===== src/rtl/creek_instr_fetch.sv =====
// creek_instr_fetch: core-side reader of the dual-port instruction memory.
// Sequences the PC, absorbs the 1-cycle memory read latency with a 2-entry
// skid buffer, delivers instructions over valid/ready, and implements the
// core end of the creek control protocol (pause_n, resume, waiting,
// local_init_done).
// Optional build macro: CREEK_FETCH_PERF_EN adds perf_fetched/perf_stall
// saturating counters.
module creek_instr_fetch #(
    parameter int unsigned           ADDR_WIDTH  = 10,
    parameter int unsigned           INSTR_WIDTH = 16,
    parameter logic [ADDR_WIDTH-1:0] START_PC    = '0,
    parameter logic [3:0]            HALT_OPCODE = 4'hF
) (
    input  logic                   clk,
    input  logic                   reset,
    input  logic                   local_init_done,
    input  logic                   pause_n,
    input  logic                   resume,
    output logic                   waiting,
    output logic [ADDR_WIDTH-1:0]  mem_addr,
    output logic                   mem_rden,
    input  logic [INSTR_WIDTH-1:0] mem_data,
    input  logic                   br_valid,
    input  logic [ADDR_WIDTH-1:0]  br_target,
    output logic                   instr_valid,
    input  logic                   instr_ready,
    output logic [INSTR_WIDTH-1:0] instr_data,
    output logic [ADDR_WIDTH-1:0]  instr_pc
`ifdef CREEK_FETCH_PERF_EN
    ,
    output logic [31:0]            perf_fetched,
    output logic [31:0]            perf_stall
`endif
);

    typedef enum logic [1:0] {
        S_IDLE,
        S_RUN,
        S_PAUSED,
        S_HALTED
    } state_t;

    state_t                 state;
    logic                   waiting_q;
    logic                   halt_pending;

    logic [ADDR_WIDTH-1:0]  pc;
    logic                   inflight;
    logic [ADDR_WIDTH-1:0]  inflight_pc;

    // Skid buffer: entry 0 is always the head
    logic [1:0]             count;
    logic [INSTR_WIDTH-1:0] b0_data, b1_data;
    logic [ADDR_WIDTH-1:0]  b0_pc, b1_pc;

    logic [1:0]             ncount;
    logic [INSTR_WIDTH-1:0] nb0_data, nb1_data;
    logic [ADDR_WIDTH-1:0]  nb0_pc, nb1_pc;

    logic                   active;
    logic                   ret_live;
    logic                   ret_is_halt;
    logic                   ret_valid;
    logic                   halt_ret;
    logic                   pop;
    logic                   issue;
    logic                   resume_go;
    logic                   halt_next;
    logic                   halt_done;
    logic [2:0]             demand;
    logic [2:0]             room;

    // Return-path classification and handshake / issue decisions
    always_comb begin
        active      = (state == S_RUN) || (state == S_PAUSED);
        // Returns after a halt word, or after leaving RUN/PAUSED, are discarded
        ret_live    = inflight && active && !halt_pending;
        ret_is_halt = (mem_data[INSTR_WIDTH-1 -: 4] == HALT_OPCODE);
        ret_valid   = ret_live && !ret_is_halt;
        halt_ret    = ret_live && ret_is_halt;

        // An empty buffer exposes the returning word directly so the first
        // instruction is visible the same cycle it leaves the memory
        instr_valid = (count != 2'd0) || ret_valid;
        pop         = instr_valid && instr_ready;

        demand      = {1'b0, count} + {2'b00, inflight};
        room        = 3'd2 + {2'b00, pop};
        issue       = (state == S_RUN) && pause_n && !br_valid && !halt_pending
                      && (demand < room);

        resume_go   = ((state == S_IDLE) || (state == S_HALTED))
                      && resume && local_init_done && !br_valid;
        halt_next   = (halt_pending || halt_ret) && !br_valid && !resume_go;
    end

    // Memory request outputs
    always_comb begin
        mem_rden = issue;
        mem_addr = issue ? pc : '0;
    end

    // Head-of-buffer presentation to decode
    always_comb begin
        if (count != 2'd0) begin
            instr_data = b0_data;
            instr_pc   = b0_pc;
        end else if (ret_valid) begin
            instr_data = mem_data;
            instr_pc   = inflight_pc;
        end else begin
            instr_data = '0;
            instr_pc   = '0;
        end
    end

    // Next buffer contents: pop the head, then append the returning word
    always_comb begin
        nb0_data = b0_data;
        nb0_pc   = b0_pc;
        nb1_data = b1_data;
        nb1_pc   = b1_pc;
        ncount   = count;
        if (pop && (count != 2'd0)) begin
            nb0_data = b1_data;
            nb0_pc   = b1_pc;
            ncount   = count - 2'd1;
        end
        // A word consumed straight from the return path is never stored
        if (ret_valid && !(pop && (count == 2'd0))) begin
            if (ncount == 2'd0) begin
                nb0_data = mem_data;
                nb0_pc   = inflight_pc;
            end else begin
                nb1_data = mem_data;
                nb1_pc   = inflight_pc;
            end
            ncount = ncount + 2'd1;
        end
        if (br_valid) begin
            ncount = '0;
        end
        halt_done = halt_next && (ncount == 2'd0) && (state == S_RUN) && pause_n;
    end

    // Control FSM with registered waiting flag and halt tracking
    always_ff @(posedge clk or posedge reset) begin
        if (reset) begin
            state        <= S_IDLE;
            waiting_q    <= 1'b1;
            halt_pending <= 1'b0;
        end else begin
            halt_pending <= halt_done ? 1'b0 : halt_next;
            case (state)
                S_IDLE, S_HALTED: begin
                    if (resume_go) begin
                        state     <= pause_n ? S_RUN : S_PAUSED;
                        waiting_q <= 1'b0;
                    end
                end
                S_RUN: begin
                    if (!pause_n) begin
                        state <= S_PAUSED;
                    end else if (halt_done) begin
                        state     <= S_HALTED;
                        waiting_q <= 1'b1;
                    end
                end
                S_PAUSED: begin
                    if (pause_n) begin
                        state <= S_RUN;
                    end
                end
                default: begin
                    state     <= S_IDLE;
                    waiting_q <= 1'b1;
                end
            endcase
        end
    end

    assign waiting = waiting_q;

    // PC sequencing, in-flight tracking and skid buffer storage
    always_ff @(posedge clk or posedge reset) begin
        if (reset) begin
            pc          <= START_PC;
            inflight    <= 1'b0;
            inflight_pc <= '0;
            count       <= '0;
            b0_data     <= '0;
            b0_pc       <= '0;
            b1_data     <= '0;
            b1_pc       <= '0;
        end else begin
            if (br_valid) begin
                pc <= br_target;
            end else if (resume_go) begin
                pc <= START_PC;
            end else if (issue) begin
                pc <= pc + 1'b1;
            end
            inflight <= issue;
            if (issue) begin
                inflight_pc <= pc;
            end
            count   <= resume_go ? 2'd0 : ncount;
            b0_data <= nb0_data;
            b0_pc   <= nb0_pc;
            b1_data <= nb1_data;
            b1_pc   <= nb1_pc;
        end
    end

`ifdef CREEK_FETCH_PERF_EN
    // Saturating counters of accepted instructions and decode stalls in RUN
    always_ff @(posedge clk or posedge reset) begin
        if (reset) begin
            perf_fetched <= '0;
            perf_stall   <= '0;
        end else if (resume_go) begin
            perf_fetched <= '0;
            perf_stall   <= '0;
        end else begin
            if (pop && (perf_fetched != '1)) begin
                perf_fetched <= perf_fetched + 32'd1;
            end
            if ((state == S_RUN) && instr_valid && !instr_ready && (perf_stall != '1)) begin
                perf_stall <= perf_stall + 32'd1;
            end
        end
    end
`endif

endmodule


===== config.mk =====
export PLATFORM = sky130hd
export DESIGN_NAME = creek_instr_fetch
export DESIGN_NICKNAME = d
export VERILOG_FILES = /design/src/rtl/creek_instr_fetch.sv
export SDC_FILE = /design/constraint.sdc
export NUM_CORES = 1
export LEC_CHECK = 0
export ABC_AREA = 1
export BUFFER_PORTS_ARGS = -buffer_cell sky130_fd_sc_hd__buf_2
export CAP_MARGIN = 15
export CORE_ASPECT_RATIO = 0.75
export CORE_UTILIZATION = 50
export CTS_BUF_LIST = sky130_fd_sc_hd__clkbuf_8
export DETAILED_ROUTE_END_ITERATION = 8
export GPL_TIMING_DRIVEN = 0
export PLACE_DENSITY_LB_ADDON = 0.1
export SLEW_MARGIN = 20
export SYNTH_ARGS = -nofsm -noshare
export SYNTH_HDL_FRONTEND = slang
export SYNTH_SLANG_ARGS = --single-unit

===== constraint.sdc =====
create_clock -name clk -period 3.95 [get_ports clk]
set_input_delay 0.395 -clock clk [delete_from_list [all_inputs] [get_ports clk]]
set_output_delay 0.395 -clock clk [all_outputs]
set_load 0.02 [all_outputs]

=== Word level (Yosys, flattened, before mapping) ===
Cells that the tools add are included.

* Input port bits: 33
* Register bits after elaboration: 79

* Bitwise logic cells: 1
* Reduce and logical (&&, ||, !) cells: 40
* $add $sub $neg: 5
* Muxes and demuxes: 29
* Order comparisons: 1
* Equal/unequal tests: 9

{| class="wikitable"
|+ Operators with widths
! operator !! number
|-
| 10-bit two-way mux || 9
|-
| 16-bit two-way mux || 5
|-
| 1-bit logical AND || 20
|-
| 2-bit two-way mux || 9
|-
| 10-bit by 1-bit adder with 10-bit output, second input constant || 1
|-
| 2-bit zero test || 4
|-
| 2-bit inequality test, second input constant || 4
|-
| 2-bit case mux with 3 select lines || 1
|-
| 1-bit zero test || 5
|-
| 2-bit equality test, second input constant || 2
|-
| 4-bit equality test, second input constant || 1
|-
| 1-bit logical OR || 4
|-
| 1-bit two-way mux || 4
|-
| 4-bit AND reduction || 1
|-
| 2-bit nonzero test || 2
|-
| 2-bit by 1-bit adder with 3-bit output || 1
|-
| 2-bit by 1-bit adder with 3-bit output, first input constant || 1
|-
| 3-bit less-than comparator || 1
|-
| 3-bit inequality test, second input constant || 1
|-
| 3-bit AND reduction || 1
|-
| 3-bit nonzero test || 1
|-
| 2-bit by 1-bit adder with 2-bit output, second input constant || 1
|-
| 2-bit by 1-bit equality test with 1-bit output, second input constant || 1
|-
| 1-bit case mux with 2 select lines || 1
|-
| 4 further kinds || 4
|}

=== Longest topological paths before layout ===
Gate-level depths: netlist of the first run.

* Depth in word-level cells: 19
* Depth in mapped cells: 17

=== Worst setup path after synthesis of the first run ===
No wires, ideal clock.

* Path kind: reg2out
* Start: register state[0]
* End: output port mem_addr[0]
* Arrival time: 1793 ps
* Slack: 1762 ps
* Stages on the path, launching flop included: 15
* Path buffers: 1
* Data required time: 3555 ps
* Cells stage by stage: dfrtp_1 -> inv_1 -> ha_1 -> inv_2 -> nand3_2 -> inv_2 -> nand2_4 -> nand2_4 -> nand2_2 -> o21ai_2 -> nand2_2 -> buf_6 -> inv_6 -> nand2_1 -> inv_1

* Longest elaborated chain between the ends: 11
* Elaborated cells on any way between the ends: 15
* Classes of those cells: 1 x add/sub; 1 x order compare; 2 x eq/ne; 1 x mux; 10 x reduce/logical

{| class="wikitable"
|+ Ends and longest elaborated chain
! item !! line !! text
|-
| from (decl) || 43 || <nowiki>state_t state;</nowiki>
|-
| from (signal assigned) || 157 || <nowiki>state <= pause_n ? S_RUN : S_PAUSED;</nowiki>
|-
| 2-bit by 1-bit equality test with 1-bit output / 2-bit equality test (equally long branches) || 75 || <nowiki>active = (state == S_RUN) || (state == S_PAUSED);</nowiki>
|-
| 1-bit logical OR * || 75 ||
|-
| 1-bit logical AND * (2 in series) || 77 || <nowiki>ret_live = inflight && active && !halt_pending;</nowiki>
|-
| 1-bit logical AND * || 79 || <nowiki>ret_valid = ret_live && !ret_is_halt;</nowiki>
|-
| 1-bit logical OR * || 84 || <nowiki>instr_valid = (count != 2'd0) || ret_valid;</nowiki>
|-
| net instr_valid || 25 || <nowiki>output logic instr_valid,</nowiki>
|-
| 1-bit logical AND * || 85 || <nowiki>pop = instr_valid && instr_ready;</nowiki>
|-
| 2-bit by 1-bit adder with 3-bit output * || 88 || <nowiki>room = 3'd2 + {2'b00, pop};</nowiki>
|-
| 3-bit less-than comparator * || 90 || <nowiki>&& (demand < room);</nowiki>
|-
| 1-bit logical AND * || 90 ||
|-
| 10-bit two-way mux * || 100 || <nowiki>mem_addr = issue ? pc : '0;</nowiki>
|-
| to (decl) || 20 || <nowiki>output logic [ADDR_WIDTH-1:0] mem_addr,</nowiki>
|}

The timed path passes the listed nets; every way through them passes the cells marked *.

=== Worst setup path after layout of the first run ===
* Start: register state[0]
* End: output port mem_rden

* Longest elaborated chain between the ends: 10
* Elaborated cells on any way between the ends: 14
* Classes of those cells: 1 x add/sub; 1 x order compare; 2 x eq/ne; 10 x reduce/logical

{| class="wikitable"
|+ Ends and longest elaborated chain
! item !! line !! text
|-
| 2-bit by 1-bit equality test with 1-bit output / 2-bit equality test (equally long branches) || 75, 89 ||
|-
| 1-bit logical OR || 75 ||
|-
| 1-bit logical AND (2 in series) || 77 ||
|-
| 1-bit logical AND || 79 ||
|-
| 1-bit logical OR || 84 ||
|-
| 1-bit logical AND || 85 ||
|-
| 2-bit by 1-bit adder with 3-bit output || 88 ||
|-
| 3-bit less-than comparator || 90 ||
|-
| 1-bit logical AND * || 90 ||
|-
| to (decl) || 21 || <nowiki>output logic mem_rden,</nowiki>
|}

Every way passes the cells marked *; elsewhere a longest branch is shown, timed or not.

==> results of run 1 <==
-- metrics by stage --
step / util, % / total power [mW] / instance area [µm²]
6_report: 61.60 / 3.522 / 4898
5_1_grt: 61.60 / 3.782 / 4898
4_1_cts: 61.60 / 3.530 / 4898
3_5_place_dp: 58.67 / 2.843 / 4666
3_3_place_gp: 58.29 / 2.786 / 4636
2_1_floorplan: - / 2.423 / 4149
-- kinds of logic (layout without fill, tap and decap cells) --
| group | count (synthesis) | in the layout | share of synthesized area, % |
|---|---|---|---|
| and+or+nand+nor | 199 | 199 | 20.51 |
| xor gates and xnor gates | 4 | 4 | 0.8445 |
| buffers and inverters | 84 | 173 | 8.866 |
| AOI/OAI and AO/OA | 140 | 140 | 19.99 |
| adders and majority gates | 7 | 7 | 2.111 |
| DFF | 79 | 79 | 47.68 |
-- cell usage after synthesis (2+ instances only) --
cell / instances / area (µm²)
o21ai_1: 13 / 65.06
o22ai_1: 26 / 162.7
nand2_1: 126 / 473.0
nand3_1: 14 / 70.07
nand2_4: 3 / 33.78
inv_2: 5 / 18.77
dfrtp_1: 78 / 1952
ha_1: 7 / 87.58
buf_6: 3 / 33.78
nor3_1: 2 / 10.01
nor2_2: 9 / 56.30
clkbuf_1: 15 / 56.30
a21oi_1: 5 / 25.02
nand3_2: 3 / 30.03
nand4_1: 2 / 12.51
xor2_1: 3 / 26.28
inv_1: 51 / 191.4
nand2_2: 3 / 18.77
buf_2: 6 / 30.03
o21bai_2: 7 / 78.83
nor2_1: 34 / 127.6
o21ai_2: 2 / 17.52
o21bai_4: 2 / 37.54
o21ai_0: 79 / 395.4
a22oi_1: 3 / 22.52
-- tightest hold or removal path, delay by kind of cell --
family	cells	cell delay, ns
buffers and inverters	2	0.16
AO/OA/AOI/OAI	1	0.06
-- routing by layer --
layer | track usage (%) | vias up | part of all wire (%)
li1 | - | 1844 | -
met2 | 40.00 | 103 | 45
met5 | 0 | - | 0
met3 | 5.778 | 6 | 5.5
met4 | 4.521 | 0 | 0.50
met1 | 37.22 | 1794 | 49
-- report_power, final --
group          total, mW  internal (mW)  switching, mW
Sequential          1.35           1.16          0.192
Clock              0.677          0.371          0.306
Combinational       1.49          0.539          0.952
-- final cells by class --
type                    count  share of cell area, %
flip-flops and latches     79                  40.38
inverters                  58                  4.598
well taps                 105                  2.682
multi-input cells         350                  36.81
repair buffers             73                  8.020
plain buffers              26                  2.963
clock inverters             6                  1.737
clock buffers              10                  2.810
-- cell usage in the layout (no fill, tap or decap), drive strengths merged, types with 5 or more instances in the layout --
master	instances
clkbuf	26
nor2	43
o22ai	26
dfrtp	78
a21oi	5
o21ai	94
nand2	132
inv	58
o21bai	9
ha	7
buf	82
nand3	17
-- path summary, 6_finish.rpt --
check,end,slack [ns],cells after the start
max,mem_rden,1.09,14
min,b1_data[2],0.31,3
max reg2reg,b0_data[2],1.38,12
min reg2reg,waiting,0.46,2
max in group asynchronous,b0_data[1],2.82,4
min in group asynchronous,pc[0],0.54,3
-- flip-flops by register name (all words and copies together), names as in the netlist --
register / count
b1_data: 16
state: 2
b0_data: 16
waiting: 1
count: 2
b0_pc: 10
pc: 10
halt_pending: 1
inflight: 1
b1_pc: 10
inflight_pc: 10
==> impl_results.md, run 1 <==
* First-pass GRT wire length at 17,020 µm
* Total GRT Usage at 25.68%
* ANT nets after route at 0
* Maxcap violations at 0
* Critical-path cell list: inv_1, ha_1, inv_2, nand3_2, inv_2, nand2_4, nand2_4, nand2_2, o21ai_2, nand2_2, buf_6, inv_6, buf_12, buf_2
* Top FF cell, synth: dfrtp_1
* # H-tree levels at 3
* Clock period minus final worst setup slack at 2.862 ns
* Share of cells above drive strength 1 at 22.43%
* Vias after detailed routing at 3,747
* Leakage power at 2.535 nW
* Startpoint Class: flip-flop
* Core ar. at 7953 µm²
* Worst skew pair latency at 0.35 ns
* Initial Util at 52.17%
* Worst VDD drop at 327.6 µV
* Outcome: completed
* Final Setup Violations at 0
* Ys Warns at 0
* Unrepaired setup endpoints after global routing: no
* Post-layout nets at 637
* Clock Sinks at 79
* Remaining Overflow, GRT at 0
* Vias in the first global route at 3,500
* Yosys reg bits at 79
* Post_cts resized at 0
* Port bufs at 71
* Final WL at 10,500 µm
* Clock Skews at 0.008313 ns
* Max Root-Sink Buffers at 2
* Dpl cells at 690
* Slew @ Worst Pin at 0.6057 ns
* DR iter-0 viols at 218
* Largest net degree at the start of global routing at 59
* Critical path's top delay family: buffers and inverters
* Crit path max fanout at 11
* Chip Width at 107.2 µm
* Worst EP arrival at 2.47 ns
* Pins over their slew limit at 0
* DPL Wire Length at 7469 µm
* I/O Pins at 72
* CP endpoint kind: output pin
* Period utilization at 72.46%
* Number of diodes at 0
* Reg2reg start: count[1]
* Fill count at 722
* Buf/Inv on CP at 7
* CTS tree: built
* CP Class: flip-flop to output pin
* Worst EP required at 3.56 ns
* Slew headroom at 59.62%
* DR DRC count at 0
* Final Hold Viols at 0
* Initial antenna violation count at 0
* P&R area growth vs syn at 18.06%
* CP max-delay cell: dfrtp_1
* Cts bufs inserted at 9
* Worst-path clk slew at 0.08 ns
* Register area at 1978 µm²
* Syn Nets at 553
* Critical path launch point: state[0]
* Hold slack at 0.3085 ns
* Sequential fraction of the synthesis area at 47.68%
* Cell Pwr Density at 719.0 nW/µm²
* Synth cell types at 37
* Setup TNS at 0 ns
* Cell Area, Synth at 4149 µm²
* Max incr delay on CP at 0.39 ns
* Syn Area/Cell at 8.088 µm²
* Die Area at 8670 µm²
* Routability cong. at 0.8480
* WL/cell at 14.86 µm
* Slack of the critical path at 1.088 ns
* Post-synth EDFFs at 0
* Hold buffer count at cts at 1
* DIE HEIGHT at 80.89 µm
* Hold Path Class: input port to flip-flop
* DR vias/cell at 5.300
* Startpoint of the worst hold path: mem_data[2]
* Router iterations before antenna repair at 5
* Final cell count without fillers at 707
* Post-Synthesis Cells at 513
* Area occupied by multi-input gates at 1803 µm²
* Post-CTS Setup Inserts at 0
* Max frequency at 349.4 MHz
* Setup WS pre-CTS at 1.433 ns
* Rows at 28
* Async set-reset flop share out of synthesis at 100.0%
* Root Driver: clkbuf_8
Note: power is estimated with default switching activity, not from simulation.
==> inputs of run 2 (changes only) <==
==> constraint.sdc (replaced) <==
create_clock -name clk -period 2.9 [get_ports clk]
set_input_delay 0.29 -clock clk [delete_from_list [all_inputs] [get_ports clk]]
set_output_delay 0.29 -clock clk [all_outputs]
set_load 0.02 [all_outputs]
==> run 2 against run 1 <==
  * Core utilization is essentially flat
  * Via count is the same
  * Clock power grew 36%
  * Clock skew is essentially flat
  * Hold slack lost 0.10 ns
  * Design area is essentially flat
  * Clock-buffer cell count is the same
  * Sequential share of layout area is essentially flat
  * Critical endpoint unchanged
  * Highest routed layer unchanged
==> impl_results.md, run 2 (synthesized netlist as in run 1, its figures left out) <==
* Rows at 28 (unchanged)
* P&R area growth vs syn at 18.12% (was 18.06%)
* CTS tree: built (unchanged)
* Crit path max fanout at 11 (unchanged)
* Routability cong. at 0.8480 (unchanged)
* Worst VDD drop at 446.4 µV (was 327.6 µV)
* Root Driver: clkbuf_8 (unchanged)
* Most frequent cells in the layout: nand2_1 (126), o21ai_0 (79), dfrtp_1 (78), buf_2 (77), inv_1 (51) (unchanged)
* Cts bufs inserted at 9 (unchanged)
* Clock Skews at 0.008498 ns (was 0.008313 ns)
* Slew @ Worst Pin at 0.6058 ns (was 0.6057 ns)
* Initial Util at 52.17% (unchanged)
* ANT nets after route at 0 (unchanged)
* Area occupied by multi-input gates at 1805 µm² (was 1803 µm²)
* Core ar. at 7953 µm² (unchanged)
* Worst skew pair latency at 0.35 ns (about the same)
* Register area at 1978 µm² (unchanged)
* Largest net degree at the start of global routing at 59 (unchanged)
* Total Power at 4.800 mW (was 3.522 mW)
* Biggest regs: b0_data: 16 flops, b1_data: 16 flops (unchanged)
* Startpoint Class: flip-flop (unchanged)
* Total GRT Usage at 25.68% (unchanged)
* Hold Path Class: input port to flip-flop (unchanged)
* Worst EP arrival at 2.42 ns (was 2.47 ns)
* Worst-path clk slew at 0.08 ns (about the same)
* Remaining Overflow, GRT at 0 (unchanged)
* WL/cell at 14.87 µm (was 14.86 µm)
* Final WL at 10,510 µm (was 10,500 µm)
* Final Hold Viols at 0 (unchanged)
* CP Class: flip-flop to output pin (unchanged)
* Period utilization at 93.36%
* Final Setup Violations at 0 (unchanged)
* Fin util at 61.63% (was 61.60%)
* Share of cells above drive strength 1 at 22.59% (was 22.43%)
* # H-tree levels at 3 (unchanged)
* Max Root-Sink Buffers at 2 (unchanged)
* Fill count at 721 (was 722)
* Worst EP required at 2.61 ns (was 3.56 ns)
* Clock period minus final worst setup slack at 2.707 ns
* Unrepaired setup endpoints after global routing: no (unchanged)
* Number of diodes at 0 (unchanged)
* Post-Layout Inst Area at 4901 µm² (was 4898 µm²)
* Worst R2R Setup Slack at 0.30 ns (was 1.38 ns)
* Leading cell type in the layout, fill and taps excluded: nand2_1 (unchanged)
* Slew headroom at 59.61% (was 59.62%)
* Initial antenna violation count at 0 (unchanged)
* Vias in the first global route at 3,500 (unchanged)
* Post-layout nets at 637 (unchanged)
* Post-CTS Setup Inserts at 0 (unchanged)
* First-pass GRT wire length at 17,020 µm (unchanged)
* Maxcap violations at 0 (unchanged)
* DIE HEIGHT at 80.89 µm (unchanged)
* Die Area at 8670 µm² (unchanged)
* Chip Width at 107.2 µm (unchanged)
* DR iter-0 viols at 217 (was 218)
* DR vias/cell at 5.300 (unchanged)
* DR DRC count at 0 (unchanged)
* Vias after detailed routing at 3,747 (unchanged)
* Cell Pwr Density at 979.4 nW/µm² (was 719.0 nW/µm²)
* Leakage power at 2.533 nW (was 2.535 nW)
* I/O Pins at 72 (unchanged)
* Pins over their slew limit at 0 (unchanged)
* DPL Wire Length at 7469 µm (unchanged)
* Max frequency at 369.4 MHz
* Router iterations before antenna repair at 5 (unchanged)
* Clock Sinks at 79 (unchanged)
* Port bufs at 71 (unchanged)
* Placed cell area at 4666 µm² (unchanged)
* CP endpoint kind: output pin (unchanged)
* Outcome: completed (unchanged)
==> run 2: repair_timing <==
action / in CTS / in global routing
endpoints found under the setup margin: 0 / 3
gates resized for setup: 0 / 1
hold buffers: 1 / 0
hold endpoints to repair: 20 / 0
==> run 2: path summary, 6_finish.rpt <==
check | from | endpoint | cells past startpoint
worst max-delay path | state[0] | mem_rden | 14
worst min-delay path | mem_data[2] | b1_data[2] | 3
worst max register to register | count[1] | b0_data[2] | 12
worst min register to register | waiting | waiting | 2
max in group asynchronous | reset | b0_data[1] | 4
min in group asynchronous | reset | pc[0] | 3
==> run 2: through the flow <==
stage	worst slack (ns)	std cells	TNS [ns]	hold WS, ns
detailed placement	0.3826	690	0	0.2775
CTS	0.1208	707	0	0.1921
floorplan	0.5883	513	0	0.4426
global placement	-0.4361	689	-33.64	0.4531
global route	0.005667	707	0	0.1986
finish	0.1927	707	0	0.2040
==> run 2: layout make-up <==
cell class / instances / area share, %
Buffer: 26 / 2.961
Tap cell: 105 / 2.681
Multi-Input combinational cell: 350 / 36.84
Timing Repair Buffer: 73 / 8.016
Clock inverter: 6 / 1.736
Inverter: 58 / 4.595
Sequential cell: 79 / 40.36
Clock buffer: 10 / 2.808
==> run 2: routing by layer <==
layer / routed length, µm / vias up / global-route usage, %
met3: 498 / 6 / 5.778
met4: 58 / 0 / 4.521
li1: - / 1843 / -
met5: 0 / - / 0
met2: 4689 / 93 / 40.00
met1: 5266 / 1805 / 37.22
==> run 2: power by group <==
part           leakage, nW  internal, mW  total (mW)  switching, mW
clock                0.114         0.506       0.922          0.416
combinational         1.41         0.738        2.03           1.30
sequential            1.01          1.58        1.84          0.261
total                 2.53          2.83        4.80           1.97
==> run 2: critical path, cell delays in order (launching register included) <==
cell and delay (ns):
dfrtp_1 0.41, inv_1 0.07, ha_2 0.30, inv_2 0.08
nand3_2 0.09, inv_2 0.10, nand2_4 0.10, nand2_4 0.08
nand2_2 0.05, o21ai_2 0.12, nand2_2 0.09, buf_6 0.18
inv_6 0.07, buf_12 0.14, buf_2 0.17
==> inputs of run 3 (changes only) <==
--- a/config.mk
+++ b/config.mk
@@ -14,6 +14,7 @@
 export DETAILED_ROUTE_END_ITERATION = 8
 export GPL_TIMING_DRIVEN = 0
 export PLACE_DENSITY_LB_ADDON = 0.1
+export RECOVER_POWER = 25
 export SLEW_MARGIN = 20
 export SYNTH_ARGS = -nofsm -noshare
 export SYNTH_HDL_FRONTEND = slang
==> run 3 against run 2 <==
  * Register-to-register slack better by 0.03 ns
  * Combinational power about the same
  * Critical endpoint unchanged
  * Core utilization down 0.31 points
  * Critical path depth unchanged
  * Global-route usage unchanged
  * Sequential power about the same
  * Setup slack worse by 0.0021 ns
  * Wire length unchanged
  * Hold slack worse by 0.0028 ns
  * Sequential share of layout area up 0.21 points
  * Critical path type unchanged
  * Cell count unchanged
  * First-iteration DRC count up 9.7%
==> impl_results.md, run 3 (synthesized netlist as in run 1, its figures left out) <==
* Outcome: completed (unchanged)
* Port bufs at 71 (unchanged)
* Initial antenna violation count at 0 (unchanged)
* Pins over their slew limit at 0 (unchanged)
* Global routing usage on met2 at 40.00% (unchanged)
* Unrepaired setup endpoints after global routing: no (unchanged)
* DPL Wire Length at 7469 µm (unchanged)
* Biggest regs: b0_data: 16 flops, b1_data: 16 flops (unchanged)
* Cts bufs inserted at 9 (unchanged)
* Final Setup Violations at 0 (unchanged)
* ANT nets after route at 0 (unchanged)
* Clock Skews at 0.008606 ns (was 0.008498 ns)
* Met3 usage at 5.778% (unchanged)
* Core ar. at 7953 µm² (unchanged)
* Vias in the first global route at 3,500 (unchanged)
* CP Class: flip-flop to output pin (unchanged)
* Final Hold Viols at 0 (unchanged)
* P&R area growth vs syn at 17.52% (was 18.12%)
* Routability cong. at 0.8480 (unchanged)
* Initial Util at 52.17% (unchanged)
* I/O Pins at 72 (unchanged)
* WL/cell at 14.87 µm (unchanged)
* Remaining Overflow, GRT at 0 (unchanged)
* Share of cells above drive strength 1 at 22.43% (was 22.59%)
* Final WL at 10,510 µm (unchanged)
* Fill count at 724 (was 721)
* Post-CTS Setup Inserts at 0 (unchanged)
* # H-tree levels at 3 (unchanged)
* Leading cell type in the layout, fill and taps excluded: nand2_1 (unchanged)
* DR iter-0 viols at 238 (was 217)
* First-pass GRT wire length at 17,020 µm (unchanged)
* Number of diodes at 0 (unchanged)
* Max incr delay on CP at 0.41 ns (about the same)
* Setup WS pre-CTS at 0.3826 ns (unchanged)
* DR DRC count at 0 (unchanged)
* Fin util at 61.31% (was 61.63%)
* Largest net degree at the start of global routing at 59 (unchanged)
* Maxcap violations at 0 (unchanged)
* GRT met1 Usage at 37.22% (unchanged)
* Router iterations before antenna repair at 5 (unchanged)
* Slew @ Worst Pin at 1.290 ns (was 0.6058 ns)
* Worst VDD drop at 445.6 µV (was 446.4 µV)
* Most used routing layer: met2 (unchanged)
* Leakage power at 2.517 nW (was 2.533 nW)
* Setup TNS at 0 ns (unchanged)
* Most frequent cells in the layout: nand2_1 (126), o21ai_0 (79), dfrtp_1 (78), buf_2 (77), inv_1 (51) (unchanged)
* Root Driver: clkbuf_8 (unchanged)
* Total GRT Usage at 25.68% (unchanged)
* Startpoint Class: flip-flop (unchanged)
* Slack of the critical path at 0.1906 ns (was 0.1927 ns)
* Vias after detailed routing at 3,736 (was 3,747)
* Hold Path Class: input port to flip-flop (unchanged)
* Worst EP required at 2.61 ns (about the same)
* DR vias/cell at 5.284 (was 5.300)
* CP endpoint kind: output pin (unchanged)
* Chip Width at 107.2 µm (unchanged)
* CP max-delay cell: dfrtp_1 (unchanged)
* Worst skew pair latency at 0.35 ns (about the same)
* Die Area at 8670 µm² (unchanged)
* CTS tree: built (unchanged)
* Period utilization at 93.43% (was 93.36%)
* Post-layout nets at 637 (unchanged)
* Max frequency at 369.1 MHz (was 369.4 MHz)
* Rows at 28 (unchanged)
* Critical-path cell list: inv_1, ha_2, inv_2, nand3_2, inv_2, nand2_4, nand2_4, nand2_2, o21ai_2, nand2_2, buf_6, inv_6, buf_12, buf_2 (unchanged)
* Cell Pwr Density at 983.5 nW/µm² (was 979.4 nW/µm²)
* Worst-path clk slew at 0.08 ns (about the same)
* Crit path max fanout at 11 (unchanged)
* Slew headroom at 14.03% (was 59.61%)
* Clock Sinks at 79 (unchanged)
* Clock period minus final worst setup slack at 2.709 ns (was 2.707 ns)
* Worst EP arrival at 2.42 ns (about the same)
* Max Root-Sink Buffers at 2 (unchanged)
* DIE HEIGHT at 80.89 µm (unchanged)
-- run 3: cell count changes in the layout (fill, tap and decap cells not counted), sizes merged --
cell | previous run | this run
inv | 58 | 57
clkinvlp | 1 | 2
-- run 3: per-stage QoR --
| step | hold WS, ns | area, µm² | std cells | power (mW) |
|---|---|---|---|---|
| 2_1_floorplan | 0.4426 | 4149 | 513 | 3.301 |
| 3_3_place_gp | 0.4531 | 4636 | 689 | 3.795 |
| 3_5_place_dp | 0.2775 | 4666 | 690 | 3.872 |
| 4_1_cts | 0.1921 | 4898 | 707 | 4.808 |
| 5_1_grt | 0.1986 | 4876 | 707 | 5.151 |
| 6_report | 0.2013 | 4876 | 707 | 4.795 |
-- run 3: worst max-delay path, delay by kind of cell, from the launching register on --
family | cells | cell delay [ns]
AOI/OAI and AO/OA | 1 | 0.12
adders and majority gates | 1 | 0.30
buffers and inverters | 7 | 0.81
DFF | 1 | 0.41
and+or+nand+nor | 5 | 0.41
-- run 3: cell type report --
class / count / area, µm² / area share (%)
flip-flops and latches: 79 / 1978 / 40.57
inverters: 58 / 224.0 / 4.593
repair buffers: 73 / 369.1 / 7.570
clock inverters: 6 / 85.08 / 1.745
clock buffers: 10 / 137.6 / 2.823
multi-input cells: 350 / 1805 / 37.03
well taps: 105 / 131.4 / 2.694
plain buffers: 26 / 145.1 / 2.977
-- run 3: path summary, 6_finish.rpt --
path / endpoint / depth (start not counted) / start / slack [ns]
max: mem_rden / 14 / state[0] / 0.19
min: b1_data[2] / 3 / mem_data[2] / 0.20
max reg2reg: b0_data[2] / 12 / count[1] / 0.33
min reg2reg: waiting / 2 / waiting / 0.46
max in group asynchronous: b1_pc[5] / 4 / reset / 0.52
min in group asynchronous: pc[0] / 3 / reset / 0.62
-- run 3: what timing repair did --
item                                    CTS  global route
endpoints found under the hold margin    20             0
gates resized for setup                   0             1
hold buffers                              1             0
endpoints found under the setup margin    0             3
-- run 3: routing by layer --
metal  vias to the layer above  share of wire (%)
met5                         -                  0
met4                         0               0.53
met3                         6                5.3
met2                        95                 45
met1                      1792                 50
li1                       1843                  -
-- run 3: where the power goes --
part	internal, mW	switching (mW)	total (mW)	leakage [nW]
clock network	0.506	0.417	0.923	0.114
logic	0.734	1.30	2.03	1.39
registers	1.58	0.261	1.84	1.01
